### src/rtl/cpu_ctrl_pkg.sv
// Shared definitions for the run/halt sequencer:
// state encoding, error-cause bit positions and the halt opcode.
package cpu_ctrl_pkg;

    typedef enum logic [1:0] {
        ST_IDLE  = 2'd0,
        ST_RUN   = 2'd1,
        ST_PAUSE = 2'd2,
        ST_HALT  = 2'd3
    } run_state_e;

    localparam int ERR_ZERO  = 0;
    localparam int ERR_NUM   = 1;
    localparam int ERR_ADDR  = 2;
    localparam int ERR_ALIGN = 3;

    localparam logic [31:0] HALT_INSTR_DEF = 32'hFFFF_FFFF;

endpackage

### src/rtl/sat_counter.sv
// Saturating up-counter with synchronous clear.
// Holds at all-ones instead of wrapping.
module sat_counter #(
    parameter int WIDTH = 32
) (
    input  logic             clk_i,
    input  logic             rst_i,
    input  logic             inc_i,
    input  logic             clear_i,
    output logic [WIDTH-1:0] count_o
);

    logic [WIDTH-1:0] r_count;

    // count up on inc, stop at the maximum value
    always_ff @(posedge clk_i or negedge rst_i) begin
        if (!rst_i) begin
            r_count <= '0;
        end else if (clear_i) begin
            r_count <= '0;
        end else if (inc_i && (r_count != '1)) begin
            r_count <= r_count + WIDTH'(1);
        end
    end

    assign count_o = r_count;

endmodule

### src/rtl/cpu_run_ctrl.sv
// Run/halt sequencer: gates architectural commit, handles
// pause / single-step, halts on fatal errors, logs error causes.
module cpu_run_ctrl
    import cpu_ctrl_pkg::*;
#(
    parameter logic [31:0] HALT_INSTR = HALT_INSTR_DEF,
    parameter int          CNT_W      = 32
) (
    input  logic             clk_i,
    input  logic             rst_i,
    input  logic             start_i,
    input  logic             pause_i,
    input  logic             step_req_i,
    output logic             step_ack_o,
    input  logic [31:0]      instr_i,
    input  logic [31:0]      pc_i,
    input  logic             err_zero_i,
    input  logic             err_num_i,
    input  logic             addr_ovf_i,
    input  logic             misalign_i,
    output logic             commit_o,
    output logic [1:0]       state_o,
    output logic             halted_o,
    output logic [3:0]       err_cause_o,
    output logic [31:0]      err_pc_o,
    output logic [CNT_W-1:0] retired_o
);

    run_state_e  r_state;
    run_state_e  w_next;
    logic        r_ack;
    logic        w_ack_nxt;
    logic [3:0]  r_cause;
    logic [31:0] r_err_pc;
    logic        w_step;
    logic        w_exec;
    logic        w_fatal;
    logic        w_commit;
    logic [3:0]  w_cause;

    // exec window, fatal detection and the commit enable
    always_comb begin
        w_step   = (r_state == ST_PAUSE) && step_req_i && !r_ack;
        w_exec   = (r_state == ST_RUN) || w_step;
        w_fatal  = addr_ovf_i || misalign_i || (instr_i == HALT_INSTR);
        w_commit = w_exec && !w_fatal;
        w_cause            = '0;
        w_cause[ERR_ZERO]  = err_zero_i;
        w_cause[ERR_NUM]   = err_num_i;
        w_cause[ERR_ADDR]  = addr_ovf_i;
        w_cause[ERR_ALIGN] = misalign_i;
    end

    // next-state and step-acknowledge logic
    always_comb begin
        w_next    = r_state;
        // ack rises after a step cycle, then follows req until it drops
        w_ack_nxt = r_ack ? step_req_i : w_step;
        unique case (r_state)
            ST_IDLE: begin
                if (start_i) w_next = ST_RUN;
            end
            ST_RUN: begin
                if (w_fatal)      w_next = ST_HALT;
                else if (pause_i) w_next = ST_PAUSE;
            end
            ST_PAUSE: begin
                if (w_step) begin
                    if (w_fatal) w_next = ST_HALT;
                end else if (!pause_i && !step_req_i && !r_ack) begin
                    w_next = ST_RUN;
                end
            end
            ST_HALT: begin
                w_next = ST_HALT;
            end
        endcase
    end

    // state and handshake registers
    always_ff @(posedge clk_i or negedge rst_i) begin
        if (!rst_i) begin
            r_state <= ST_IDLE;
            r_ack   <= 1'b0;
        end else begin
            r_state <= w_next;
            r_ack   <= w_ack_nxt;
        end
    end

    // sticky error causes; PC of the first erroring instruction
    always_ff @(posedge clk_i or negedge rst_i) begin
        if (!rst_i) begin
            r_cause  <= '0;
            r_err_pc <= '0;
        end else if (w_exec) begin
            r_cause <= r_cause | w_cause;
            if ((r_cause == 4'd0) && (w_cause != 4'd0)) begin
                r_err_pc <= pc_i;
            end
        end
    end

    sat_counter #(
        .WIDTH   (CNT_W)
    ) u_retired (
        .clk_i   (clk_i),
        .rst_i   (rst_i),
        .inc_i   (w_commit),
        .clear_i (1'b0),
        .count_o (retired_o)
    );

    assign commit_o    = w_commit;
    assign step_ack_o  = r_ack;
    assign state_o     = r_state;
    assign halted_o    = (r_state == ST_HALT);
    assign err_cause_o = r_cause;
    assign err_pc_o    = r_err_pc;

endmodule

### config.mk
export PLATFORM = sky130hd
export DESIGN_NAME = cpu_run_ctrl
export DESIGN_NICKNAME = d
export VERILOG_FILES = /design/src/rtl/cpu_ctrl_pkg.sv /design/src/rtl/sat_counter.sv /design/src/rtl/cpu_run_ctrl.sv
export SDC_FILE = /design/constraint.sdc
export NUM_CORES = 1
export LEC_CHECK = 0
export ABC_AREA = 1
export ABC_CLOCK_PERIOD_IN_PS = 2100
export BUFFER_PORTS_ARGS = -buffer_cell sky130_fd_sc_hd__buf_2
export CORE_ASPECT_RATIO = 1.75
export CORE_MARGIN = 3
export CORE_UTILIZATION = 45
export CTS_CLUSTER_SIZE = 30
export DETAILED_ROUTE_END_ITERATION = 6
export GPL_TIMING_DRIVEN = 0
export PLACE_DENSITY = 0.79
export SLEW_MARGIN = 40
export SYNTH_ARGS = -nofsm -noshare
export SYNTH_HDL_FRONTEND = slang
export SYNTH_SLANG_ARGS = --single-unit
### constraint.sdc
create_clock -name clk_i -period 2.1 [get_ports clk_i]
set_input_delay 0.42 -clock clk_i [delete_from_list [all_inputs] [get_ports clk_i]]
set_output_delay 0.42 -clock clk_i [all_outputs]
set_load 0.1 [all_outputs]
Word level (Yosys, flattened, before mapping)

Cells that the tools add are included.

Bitwise gates (word level): 1
Equality and inequality tests: 9
Reduce and logical (&&, ||, !) cells: 19
Multiplexer cells: 8
Add/subtract/negate cells: 1

Operators with widths:

| operator              | number |
|---|---|
| $add 32x1->32 const B | 1 |
| $eq 32x32->1 const B  | 1 |
| $ne 32x32->1 const B  | 1 |
| $mux 2                | 6 |
| $pmux 2 s4            | 1 |
| $logic_and 1x1->1     | 7 |
| $ne 3x3->1 const B    | 2 |
| $eq 2x2->1 const B    | 2 |
| $logic_not 1->1       | 4 |
| $logic_not 4->1       | 1 |
| $or 4x4->4            | 1 |
| $reduce_and 4->1      | 1 |
| $reduce_bool 4->1     | 1 |
| $logic_or 1x1->1      | 3 |
| $ne 3x2->1 const B    | 1 |
| $eq 2x1->1 const B    | 1 |
| $logic_not 2->1       | 1 |
| $ne 2x2->1 const B    | 1 |
| $reduce_and 2->1      | 1 |
| $mux 1                | 1 |

Word-level logic and storage cells: 43
Output and inout port bits: 73
Bits in registers: 71

Longest topological paths before layout

Depth in word-level cells: 6
Depth in mapped cells: 11

Hierarchy

A second synthesis with hierarchy kept.

Cells, all modules: 561
Area, all modules: 4194.0 µm²

By module, submodules not included:

| module       | times used | area an instance (µm²) | cells an instance |
|---|---|---|---|
| sat_counter  | 1          | 2243.4                 | 345 |
| cpu_run_ctrl | 1          | 1950.6                 | 216 |

Worst setup path after synthesis

No wires, ideal clock.

Kind: reg2out
Start point: reg r_state[0] (netlist: state_o[0])
End point: out commit_o
Arrival: 2269 ps
Stages on the path, launching flop included: 5
Buffers on the path: 0
Slack: -589 ps
Path through: dfrtp_1 -> inv_1 -> o21ai_4 -> nand3_4 -> inv_1

Cells in the longest elaborated chain, start to end: 5

RTL lines:

| what                            | RTL line           | text |
|---|---|---|
| start, declared                 | cpu_run_ctrl.sv:29 | `run_state_e r_state;` |
| start signal, assigned          | cpu_run_ctrl.sv:86 | `r_state <= w_next;` |
| $eq 2x2->1                      | cpu_run_ctrl.sv:43 | `w_step = (r_state == ST_PAUSE) && step_req_i && !r_ack;` |
| $logic_and 1x1->1 (2 in series) | cpu_run_ctrl.sv:43 |  |
| $logic_or 1x1->1 (*)            | cpu_run_ctrl.sv:44 | `w_exec = (r_state == ST_RUN) \|\| w_step;` |
| $logic_and 1x1->1 (*)           | cpu_run_ctrl.sv:46 | `w_commit = w_exec && !w_fatal;` |
| end, declared                   | cpu_run_ctrl.sv:21 | `output logic commit_o,` |

Every way passes the cells marked *; elsewhere a longest branch is shown, timed or not.

Worst setup path in the final report

Start point: reg r_state[1] (netlist: state_o[1])
End point: out commit_o

Same word-level chain as after synthesis.

==> flow_summary.yaml <==
layout:
  utilization: 0.614
  drive_above_1_share: 0.291
  layout_common_cells: "nand2_1 (239), buf_2 (149), nor2_1 (59)"
  final_common_cell: "nand2_1"
  num_antenna_cells: 0
  num-nets-final: 773
  final_area_um2: 5100
  area_delta_synth_final_pct: 32.1
power_and_ir_drop:
  power_density_nw_per_um2: 668
  p_comb_frac: 0.162
  max-vdd-ir-drop_mv: 0.613
  intPower_mw: 2.34
  power.total_mw: 3.41
  p_switching_mw: 1.07
  p_leak_nw: 2.77
  netSwitchingFraction: 0.314
  p_clk_frac: 0.410
  p_seq_frac: 0.428
placement:
  hpwl_um: 8440
  io_buffers: 145
  place_area_um2: 4790
  place_congestion: 0.958
setup_path:
  cp_max_fo: 5
  path_delay_family: "flip-flops"
  cp_num_cells: 7
  required_ps: 1680
  r2r_end: "u_retired.count_o[30]"
  critPathCaptureType: "output port"
  r2r_setup_slack_ps: 190
  cp-start-kind: "flop"
  path_buf_inv: 3
  cp.arrival_ps: 1600
  critical_path_class: "reg -> out"
  r2r_cells: 10
  r2r_start: "u_retired.count_o[0]"
  path_cells: "inv_2 -> nor2_2 -> nand3_2 -> o21ai_4 -> nand3_4 -> clkinvlp_4 -> buf_12"
  critPathSlowestCell: "dfrtp_2"
  max_stage_delay_ps: 410
detailed_routing:
  drt_iter0_markers: 222
  dr.pass1.iters: 4
  wl_per_cell_um: 13.0
  vias: 3916
  viasPerCell: 4.78
  routed_wl_um: 10600
  postRouteAntennaNets: 0
  drc: 0
yosys:
  synth-xor-area-share: 0.0476
  synth_top_cell_area_share: 0.460
  synth_mux_area_frac: 0
  synth-simple-area-share: 0.357
  synth_fa_ha_area_frac: 0.00324
  mappedNetlistArea_um2: 3860
  synth_top_family_by_area: "simple AND/OR/NAND/NOR gates"
  syn_avg_cell_area_um2: 7.16
  synth_largest_area_cell: "dfrtp_1"
  ys_ff_latch: 71
  synth_compound_area_frac: 0.0593
  synth_fp_nets: 613
  netlist_instances: 539
  synth_warnings: 0
  synth.area.top_cells: "dfrtp_1 (46%), nand2_1 (23%), nor2_1 (5.7%)"
  ys_seq_area_frac: 0.460
  synthDistinctLibCells: 27
sta:
  fin_skew_ps: 5.39
  slew_headroom: 0.636
  timing.hold.ws_ps: 315
  min_period_over_period: 0.961
  period_needed_ps: 2020
  rsz0062_at_grt: "true"
  tightest_slew_ps: 544
  finalHoldViolCount: 0
  timing.fmax_mhz: 495
  finalMaxSlewViolations: 0
  setup_viol: 0
die:
  core_area_um2: 8310
  start_util: 0.464
  fp-row-count: 44
  die_w_um: 76.0
  die_h_um: 129
  ioPinCount: 146
  die_area_um2: 9770
grt:
  antenna_found_initial: 0
  grt_pass1_wl_um: 17200
  grt_usage: 0.220
  grt_overflow: 0
  grt_max_degree: 45
  first_global_vias: 3945
hold_path:
  hp-class: "in -> reg"
  holdPathStages: 3
  hp-start: "pc_i[12]"
  whs_endpoint: "err_pc_o[12]"
clock_network:
  cts_buffers: 9
  clockBufferDepth: 2
  cts_tree: "yes"
  cts_sinks: 71
  cts_root_buffer: "clkbuf_16"
  clk_latency_ps: 340
  htree_levels: 3
  clk_pin_slew_ps: 60
run:
  maxCapViolCount: 0
outcome:
  outcome: "completed"
## how the worst max path moves through the flow
stage / startpoint / end / slack [ps]
after floorplan: state_o[1] / commit_o / -5
after global placement: misalign_i / commit_o / 50
after detailed placement: misalign_i / commit_o / 30
after CTS: state_o[1] / commit_o / 40
after global routing: state_o[1] / commit_o / -20
final: state_o[1] / commit_o / 80
## through the flow
stage	TNS, ps	setup slack (ps)	cells
6_report	0	80.9	819
5_1_grt	-16.0	-16.0	819
4_1_cts	0	36.9	818
3_5_place_dp	0	26.6	800
3_3_place_gp	0	45.7	799
2_1_floorplan	-5.43	-5.43	539
## layer usage
metal  track usage  wire length, um  vias to the layer above  share of wire
met4         0.136              445                        0          0.042
li1              -                -                     1966              -
met2         0.412             5670                      128           0.53
met3        0.0371              539                       26          0.051
met1         0.229             3990                     1796           0.37
met5             0                0                        -              0
## state kept, by name, summed over array words and instances (netlist names)
register,count
err_cause_o,4
err_pc_o,32
state_o,2
step_ack_o,1
u_retired.count_o,32
## cell families after synthesis
| kind of cell | Yosys count |
|---|---|
| simple gates | 335 |
| flops | 71 |
| buf+inv | 69 |
| compound gates | 42 |
| xor+xnor | 21 |
| fa+ha+maj | 1 |
## cells in the mapped netlist (all sizes together)
cell type	number
a21o	1
nand3b	7
nor2	64
nor3	5
nand4	2
o21bai	2
buf	10
nor4	1
dfrtp	71
o21ai	38
nand2	240
nand3	16
ha	1
clkbuf	2
xor2	14
a21oi	1
inv	57
xnor2	7
## worst reg2reg max path: stages (launching register included)
cell and delay [ps]:
dfrtp_2 400, ha_1 270, nand3_2 190, inv_2 100, nand2_2 90, nor2_4 170
nand2_1 80, nand4_1 150, clkbuf_4 260, nand2_1 70, nand2_1 70
## power by group through the flow
stage / combinational, mW / sequential (mW) / clock (mW)
floorplan: 0.0794 / 1.78 / 0
global placement: 0.536 / 1.48 / 0
detailed placement: 0.551 / 1.48 / 0
CTS: 0.554 / 1.46 / 1.43
global route: 0.582 / 1.47 / 1.47
finish: 0.551 / 1.46 / 1.40
## final cells by class
cell class                 count  area [um^2]
fill                         773         3210
multi-input combinational    399         1800
sequential                    71         1800
timing repair buffer         149          800
clock buffer                   9          225
inverter                      57          218
tap                          115          144
buffer                        12         70.1
clock inverter                 7         47.5
## timing repair
item | in CTS | in global routing
hold buffers | 1 | 0
setup buffers | 1 | 1
pin swaps | 0 | 0
setup endpoints to repair | 1 | 3
gates resized for setup | 4 | 1
hold endpoints to repair | 27 | 0
(Power assumes the default switching activity.)
